===== config.mk =====
export PLATFORM = sky130hd
export DESIGN_NAME = sqrt_arbiter
export DESIGN_NICKNAME = d
export VERILOG_FILES = /design/src/rtl/sqrt_ctrl_pkg.sv /design/src/rtl/sqrt_res_fifo.sv /design/src/rtl/sqrt_arbiter.sv
export SDC_FILE = /design/constraint.sdc
export NUM_CORES = 1
export LEC_CHECK = 0
export CORE_MARGIN = 4
export CORE_UTILIZATION = 35
export DETAILED_ROUTE_END_ITERATION = 6
export PLACE_DENSITY_LB_ADDON = 0.3
export REMOVE_ABC_BUFFERS = 1
export SLEW_MARGIN = 20
export SYNTH_ARGS = -nofsm -noshare
export SYNTH_HDL_FRONTEND = slang
export SYNTH_SLANG_ARGS = --single-unit

===== constraint.sdc =====
create_clock -name clk -period 2.8 [get_ports clk]
set_input_delay 0.56 -clock clk [delete_from_list [all_inputs] [get_ports clk]]
set_output_delay 0.56 -clock clk [all_outputs]
set_load 0.01 [all_outputs]

===== src/rtl/sqrt_ctrl_pkg.sv =====
// Shared types and sizing helpers for the sqrt arbiter and its result FIFO.
// The entry struct is sized by the default build widths below.
package sqrt_ctrl_pkg;

    function automatic int calc_lat(input int stages);
        return stages - 1;
    endfunction

    function automatic int calc_tagw(input int nreq);
        return (nreq <= 1) ? 1 : $clog2(nreq);
    endfunction

    localparam int SQRT_WIDTH = 26;
    localparam int SQRT_NREQ  = 2;
    localparam int SQRT_TAGW  = calc_tagw(SQRT_NREQ);

    typedef logic [SQRT_TAGW-1:0] sqrt_tag_t;

    typedef struct packed {
        logic [SQRT_WIDTH-1:0] data;
        logic                  sticky;
        sqrt_tag_t             tag;
    } sqrt_entry_t;

endpackage


===== src/rtl/sqrt_res_fifo.sv =====
// In-order result FIFO with a write pointer, a read pointer and an occupancy count.
// The credit counter upstream keeps writes away from a full FIFO.
module sqrt_res_fifo #(
    parameter int W     = 8,
    parameter int DEPTH = 4
) (
    input  logic         clk,
    input  logic         rst,
    input  logic         wr,
    input  logic [W-1:0] wdata,
    input  logic         rd,
    output logic [W-1:0] rdata,
    output logic         full,
    output logic         empty
);
    localparam int PW = (DEPTH > 1) ? $clog2(DEPTH) : 1;
    localparam int CW = $clog2(DEPTH + 1);

    logic [W-1:0]  mem [DEPTH];
    logic [PW-1:0] wptr;
    logic [PW-1:0] rptr;
    logic [CW-1:0] count;
    logic          do_wr;
    logic          do_rd;

    assign full  = (count == CW'(DEPTH));
    assign empty = (count == '0);
    assign do_wr = wr && !full;
    assign do_rd = rd && !empty;
    assign rdata = mem[rptr];

    function automatic logic [PW-1:0] next_ptr(input logic [PW-1:0] p);
        return (p == PW'(DEPTH - 1)) ? '0 : p + PW'(1);
    endfunction

    always_ff @(posedge clk) begin
        if (rst) begin
            wptr  <= '0;
            rptr  <= '0;
            count <= '0;
            for (int i = 0; i < DEPTH; i++) mem[i] <= '0;
        end else begin
            if (do_wr) begin
                mem[wptr] <= wdata;
                wptr      <= next_ptr(wptr);
            end
            if (do_rd) rptr <= next_ptr(rptr);
            if (do_wr && !do_rd)      count <= count + CW'(1);
            else if (!do_wr && do_rd) count <= count - CW'(1);
        end
    end

    // Overflow would mean the credit accounting upstream is broken.
    always_ff @(posedge clk) begin
        if (!rst) assert (!(wr && full));
    end

endmodule


===== src/rtl/sqrt_arbiter.sv =====
// Round-robin front end sharing one non-stallable pipelined sqrt between requesters;
// results are credit-protected in an output FIFO so backpressure never stalls sqrt.
module sqrt_arbiter
    import sqrt_ctrl_pkg::*;
#(
    parameter int  WIDTH  = SQRT_WIDTH,
    parameter int  STAGES = 3,
    parameter int  NREQ   = SQRT_NREQ,
    parameter int  DEPTH  = 4,
    localparam int TAGW   = calc_tagw(NREQ)
) (
    input  logic                  clk,
    input  logic                  rst,
    input  logic [NREQ-1:0]       req_valid,
    input  logic [NREQ*WIDTH-1:0] req_data,
    output logic [NREQ-1:0]       req_ready,
    output logic [WIDTH-1:0]      sq_in,
    input  logic [WIDTH-1:0]      sq_out,
    input  logic                  sq_sticky,
    output logic                  res_valid,
    input  logic                  res_ready,
    output logic [WIDTH-1:0]      res_data,
    output logic                  res_sticky,
    output logic [TAGW-1:0]       res_tag,
    output logic                  busy
);
    localparam int LAT = calc_lat(STAGES);
    localparam int UW  = $clog2(DEPTH + 1);

    logic [UW-1:0]     used;
    logic [TAGW-1:0]   last;
    logic [TAGW-1:0]   win;
    logic              found;
    logic              grant_ok;
    logic              accept;
    logic              pop;
    logic [2*NREQ-1:0] rot;
    logic [WIDTH-1:0]  sel_data;
    logic              iss_v;
    logic [WIDTH-1:0]  iss_data;
    logic [TAGW-1:0]   iss_tag;
    logic              tail_v;
    logic [TAGW-1:0]   tail_tag;
    logic              fifo_full;
    logic              fifo_empty;
    sqrt_entry_t       wr_entry;
    sqrt_entry_t       head;

    assign pop      = res_valid && res_ready;
    assign grant_ok = (used < UW'(DEPTH)) || pop;
    assign accept   = found && grant_ok;

    // Rotate the request vector so the search begins just past the last winner.
    always_comb begin
        found    = 1'b0;
        win      = last;
        sel_data = '0;
        rot      = {req_valid, req_valid} >> (int'(last) + 1);
        for (int i = 0; i < NREQ; i++) begin
            if (!found && rot[i]) begin
                found = 1'b1;
                win   = TAGW'((int'(last) + 1 + i) % NREQ);
            end
        end
        for (int i = 0; i < NREQ; i++) begin
            req_ready[i] = accept && (win == TAGW'(i));
            if (win == TAGW'(i)) sel_data = req_data[i*WIDTH +: WIDTH];
        end
    end

    always_ff @(posedge clk) begin
        if (rst) begin
            used     <= '0;
            last     <= TAGW'(NREQ - 1);
            iss_v    <= 1'b0;
            iss_data <= '0;
            iss_tag  <= '0;
        end else begin
            iss_v <= accept;
            if (accept) begin
                iss_data <= sel_data;
                iss_tag  <= win;
                last     <= win;
            end
            if (accept && !pop)      used <= used + UW'(1);
            else if (!accept && pop) used <= used - UW'(1);
        end
    end

    // Tags ride alongside the sqrt pipeline; valids clear on reset so stale results drop.
    generate
        if (LAT == 0) begin : g_direct
            assign tail_v   = iss_v;
            assign tail_tag = iss_tag;
        end else begin : g_track
            logic [LAT-1:0]  trk_v;
            logic [TAGW-1:0] trk_tag [LAT];
            always_ff @(posedge clk) begin
                if (rst) begin
                    trk_v <= '0;
                    for (int i = 0; i < LAT; i++) trk_tag[i] <= '0;
                end else begin
                    trk_v[0]   <= iss_v;
                    trk_tag[0] <= iss_tag;
                    for (int i = 1; i < LAT; i++) begin
                        trk_v[i]   <= trk_v[i-1];
                        trk_tag[i] <= trk_tag[i-1];
                    end
                end
            end
            assign tail_v   = trk_v[LAT-1];
            assign tail_tag = trk_tag[LAT-1];
        end
    endgenerate

    assign wr_entry = '{data: sq_out, sticky: sq_sticky, tag: tail_tag};

    sqrt_res_fifo #(
        .W     ($bits(sqrt_entry_t)),
        .DEPTH (DEPTH)
    ) u_fifo (
        .clk   (clk),
        .rst   (rst),
        .wr    (tail_v),
        .wdata (wr_entry),
        .rd    (pop),
        .rdata (head),
        .full  (fifo_full),
        .empty (fifo_empty)
    );

    assign sq_in      = iss_data;
    assign res_valid  = !fifo_empty;
    assign res_data   = head.data;
    assign res_sticky = head.sticky;
    assign res_tag    = head.tag;
    assign busy       = (used != '0);

endmodule

# After elaboration in Yosys (flattened, before gate mapping)
# Memories as Yosys holds them, arrays and structs flattened. A register that Yosys moved wholly into a read port is not among the register bits.
# Index checks and enable logic that the tools add are counted.
# word_totals
regBits,41
latch_bits,0
ramBits,114
romBits,0
in_bits,84
n_memories,2
# memory_table
memory,words,width,read_ports,rd_clocked_by_memory_dff,wr,line_no,source
u_fifo.mem,4,28,1,1,4,sqrt_res_fifo.sv:19,logic [W-1:0] mem [DEPTH];
g_track.trk_tag,2,1,2,0,2,sqrt_arbiter.sv:97,logic [TAGW-1:0] trk_tag [LAT];
# op_classes
addsub,8
n_mul,0
div,0
order_cmp,1
n_eq_ne,3
shifts,1
muxes,24
bitwise,3
n_reduce_logical,24
# op_table
operator,n
$mux W28,1
$reduce_or A28 Y1,1
$mux W26,1
$mux W1,13
$mux W3,4
$logic_and A1 B1 Y1,11
$mux W2,5
$logic_not A1 Y1,7
$add A3 B1 Y3 const B,2
$sub A3 B1 Y3 const B,2
$add A2 B1 Y2 const B,2
$eq A2 B2 Y1 const B,2
$reduce_bool A2 Y1,2
$shr A4 B2 Y2,1
$eq A3 B3 Y1 const B,1
$logic_not A3 Y1,1
$lt A3 B3 Y1 const B,1
$reduce_bool A3 Y1,1
$add A1 B1 Y2 const B,1
$or A1 B1 Y1,2
$add A1 B1 Y1 const B,1
$logic_or A1 B1 Y1,1
$not A1 Y1,1

# Logic depth before layout (Yosys ltp)
# Gate-level depths: netlist of run 1.
# depth
word_depth,11
mapped_depth,10
ltp_nobuf,9

# By module
# A second synthesis of run 1 with hierarchy kept.
# hier_totals
cells_unflattened,509
area_unflattened_um2,6935.4
# modules_own_cells
mod,instances,cells_per_inst,area_each_um2,seq_area_each_um2
sqrt_res_fifo,1,319,5272.6,3543.4
sqrt_arbiter,1,190,1662.8,720.7

# Worst setup path after synthesis of run 1
# No wires, ideal clock.
# synth_timing
path_kind,input -> register
from,in res_ready
to,reg used[2]
setup_time_ps,71
arrival_ps,2239
t_required_ps,2729
path_slack_ps,491
stages,10
path_buffers,1
cell_sequence,nand2b_1 -> nand3_2 -> inv_4 -> buf_6 -> ha_1 -> inv_1 -> fa_1 -> xor2_1 -> or3_1 -> a21oi_1
# synth_via
elab_chain_len,6
# synth_lines
element,line_no,source
"start, declared",sqrt_arbiter.sv:21,"input logic res_ready,"
$logic_and A1 B1 Y1 *,sqrt_arbiter.sv:49,assign pop = res_valid && res_ready;
$logic_or A1 B1 Y1 *,sqrt_arbiter.sv:50,assign grant_ok = (used < UW'(DEPTH)) || pop;
$logic_and A1 B1 Y1 *,sqrt_arbiter.sv:51,assign accept = found && grant_ok;
named net accept,sqrt_arbiter.sv:35,logic accept;
$logic_not A1 Y1,sqrt_arbiter.sv:86,else if (!accept && pop) used <= used - UW'(1);
$logic_and A1 B1 Y1,sqrt_arbiter.sv:86,
$reduce_bool A2 Y1 (no source line),--,
"end signal, assigned",sqrt_arbiter.sv:85,if (accept && !pop) used <= used + UW'(1);
"end signal, assigned",sqrt_arbiter.sv:86,
"end, declared",sqrt_arbiter.sv:30,logic [UW-1:0] used;
# Mark *: on every way through the listed nets, which the timed path passes. The rest lies on a longest branch.
# A chain may end at the register's enable or synchronous reset.

# Worst setup path after layout of run 1
# layout_timing
from,in res_ready
to,out req_ready[1]
# layout_via
elab_chain_len,4
# layout_lines
element,line_no,source
$logic_and A1 B1 Y1,sqrt_arbiter.sv:49,
$logic_or A1 B1 Y1,sqrt_arbiter.sv:50,
$logic_and A1 B1 Y1,sqrt_arbiter.sv:51,
$logic_and A1 B1 Y1,sqrt_arbiter.sv:66,req_ready[i] = accept && (win == TAGW'(i));
"end, declared",sqrt_arbiter.sv:16,"output logic [NREQ-1:0] req_ready,"
# No other way between the ends.

==> results of run 1 <==
kinds of logic (layout without fill, tap and decap cells):
group / after synthesis / in the layout / synth area share, %
AND/OR/NAND/NOR: 175 / 175 / 15.0
flip-flops: 157 / 157 / 60.2
AO/OA/AOI/OAI: 94 / 94 / 10.4
buffers and inverters: 48 / 198 / 3.23
multiplexers: 31 / 31 / 9.33
adder cells (fa/ha/maj): 6 / 6 / 1.27
XOR/XNOR: 4 / 4 / 0.495
metal layers:
metal | global-route usage (%) | up-vias
met1 | 18.5 | 2397
met2 | 27.7 | 177
met4 | 4.12 | 6
met3 | 6.65 | 15
met5 | 0 | -
li1 | - | 2222
path summary, 6_finish.rpt:
kind / start / endpoint / slack (ns)
max: res_ready / req_ready[1] / 0.09
min: rst / g_track.trk_v[1] / 0.43
max reg2reg: u_fifo.count[0] / used[2] / 0.29
min reg2reg: g_track.trk_tag[0][0] / g_track.trk_tag[0][1] / 0.44
final cells by class:
| class | count | area [um^2] | area share (%) |
|---|---|---|---|
| timing repair buffer | 161 | 1610 | 17.0 |
| clock inverter | 14 | 191 | 2.02 |
| tap | 265 | 332 | 3.51 |
| sequential | 157 | 4270 | 45.1 |
| clock buffer | 18 | 429 | 4.54 |
| multi-input combinational | 310 | 2610 | 27.6 |
| inverter | 5 | 21.3 | 0.225 |
through the flow:
stage,setup TNS [ns],instance area [um^2]
after floorplan,-31.26,6870
after global placement,0,8830
after detailed placement,-0.0208,8830
after CTS,0,9450
after global routing,0,9460
final,0,9460
cells in the final DEF, fill, tap and decap left out, types with 5 or more instances in the layout:
| cell type | n |
|---|---|
| clkdlybuf4s50_1 | 140 |
| and2_1 | 112 |
| edfxtp_1 | 112 |
| dfxtp_1 | 44 |
| o21ai_0 | 30 |
| mux4_2 | 28 |
| a31oi_1 | 28 |
| nand3_1 | 26 |
| a311oi_2 | 19 |
| clkbuf_16 | 17 |
| buf_4 | 16 |
| nor2_1 | 7 |
| a311oi_1 | 7 |
| nor2b_1 | 6 |
| or3_1 | 5 |
| a21oi_1 | 5 |
registers in the layout, indices dropped and copies added, names as in the netlist, named ones only:
name             count
u_fifo.count         3
u_fifo.rptr          2
g_track.trk_v        2
iss_tag              1
sq_in               26
u_fifo.wptr          2
g_track.trk_tag      2
used                 3
iss_v                1
u_fifo.mem         112
last                 1
synth_stat cells (all sizes together):
cell and count:
nor4 1, ha 4, dfxtp 45, inv 5, or4b 1, clkbuf 30
nand2 1, o21ai 30, or3 5, nor2b 6, a311oi 26, mux2i 3
a31o 1, nand3b 1, nor3b 1, a31oi 28, o31ai 1, xor2 4
edfxtp 112, mux4 28, o21bai 1, nand2b 4, a21oi 6, nand3 27
nor4b 2, or4 1, o2111a 1, nor2 8, nor3 1, and2 112
fa 2, buf 13, or2 4
worst max-delay path, stage by stage:
cell,delay [ns]
clkdlybuf4s50_1,0.47
nand2b_1,0.20
nand3_2,0.16
a21oi_2,0.18
clkdlybuf4s50_1,0.57
power by group through the flow:
stage / clock [mW] / sequential, mW / combinational [mW]
after floorplan: 0 / 3.03 / 1.03
after global placement: 0 / 2.92 / 2.15
after detailed placement: 0 / 2.94 / 2.17
after CTS: 2.47 / 2.89 / 2.18
after global routing: 2.58 / 2.92 / 2.33
final: 2.41 / 2.89 / 2.15
what timing repair did:
item | 4_1_cts | 5_1_grt
setup endpoints to repair | 0 | 1
hold endpoints to repair | 0 | 0
gates resized for setup | 0 | 1
==> flow_summary.yaml, run 1 <==
run_status:
  outcome: "complete, no violations"
die:
  start_util_pct: 36.0
  rows: 51
  core_area_um2: 19700
  io_pins: 142
  dieArea_um2: 22600
  die_y_um: 150
  fp.dieW_um: 150
placement:
  hpwl_um: 11100
  place.gp.congestion: 0.858
  dp_slack_ns: -0.0208
  placed_cells: 898
  portBuffers: 141
grt:
  antenna_found_initial: 3
  grt_first_pass_wirelength_um: 27800
  grt_max_degree: 41
  grt_usage_pct: 16.0
  grt_pass1_vias: 5173
  gr-total-overflow: 0
power:
  pwr-share-clk_pct: 32.4
  power_switching_mw: 2.09
  pwr-share-seq_pct: 38.8
  p_per_area_nw_per_um2: 788
  p_int_mw: 5.37
  switching_share_pct: 28.0
  p_leak_nw: 3.36
  combPwrFrac_pct: 28.8
  ir_drop_mv: 0.413
  finalPower_mw: 7.45
synthesis:
  ys_types: 39
  synth_warnings: 0
  synth_area_um2: 7080
  ys_ff_latch: 157
  synth.top_cell.area_share_pct: 47.5
  avgSynthCellArea_um2: 13.7
  yosys-top-cells-area: "edfxtp_1 (48%), dfxtp_1 (13%), and2_1 (9.9%)"
  yosysTopAreaCell: "edfxtp_1"
  synthCells: 515
  seq_area_frac_synth_pct: 60.2
timing:
  slew_viol_final: 0
  whs_ns: 0.428
  fin_skew_ns: 0.00761
  min_period_ns: 2.71
  fmax_mhz: 369
  hold_viol: 0
  layout_setup_ws_ns: 0.0894
  grt_setup_unrepaired: "false"
  worst_pin_slew_ns: 0.944
  setup_violations: 0
  slew_headroom_pct: 37.0
  timing.final.crit_share_pct: 96.8
clock_tree:
  clockBufferDepth: 2
  cts.clk_slew.worst_paths_ns: 0.06
  cts_made_buffers: 17
  cts_tree: "done"
  numClockSinks: 157
  cts_root_buffer: "clkbuf_16"
  clock_latency_ns: 0.42
  holdBufCountCts: 0
  htree_levels: 4
  cts_setup_buffers: 0
min_path:
  min_path_cells: 2
  min_path_type: "in -> reg"
finish:
  final-instance-count-excl-fill: 930
  drive_gt1_share_pct: 17.0
  post-route-util_pct: 48.1
  area_delta_synth_final_pct: 33.6
  diodes: 0
  num-nets-final: 742
  fillCellCount: 1784
setup_path:
  cp_max_fo: 4
  arrival_ns: 2.15
  critPathRequiredTime_ns: 2.24
  crit_path_end_kind: "primary output"
  start_kind: "input port"
  r2r_cells: 7
  crit_type: "in -> out"
route:
  viasPerCell: 5.18
  wl_per_cell_um: 18.7
  routed.top_layer: "met5"
  initialDrtViolationCount: 206
  drt_pass1_iterations: 6
  num_vias: 4817
  met2_length_um: 8700
  detail-route-antenna-nets: 0
  wl_um: 17300
  drc: 0
  dr_wl_met3_um: 1520
  m1WireLength_um: 6960
run:
  cap_viol_max_count: 0
Power figures use the tool's default switching activity.
==> run 2, diff against run 1 <==
--- a/config.mk
+++ b/config.mk
@@ -10,7 +10,6 @@
 export DETAILED_ROUTE_END_ITERATION = 6
 export PLACE_DENSITY_LB_ADDON = 0.3
 export REMOVE_ABC_BUFFERS = 1
-export SLEW_MARGIN = 20
 export SYNTH_ARGS = -nofsm -noshare
 export SYNTH_HDL_FRONTEND = slang
 export SYNTH_SLANG_ARGS = --single-unit
==> results of run 2 <==
The final DEF is identical to that of run 1; final timing and power are the same.
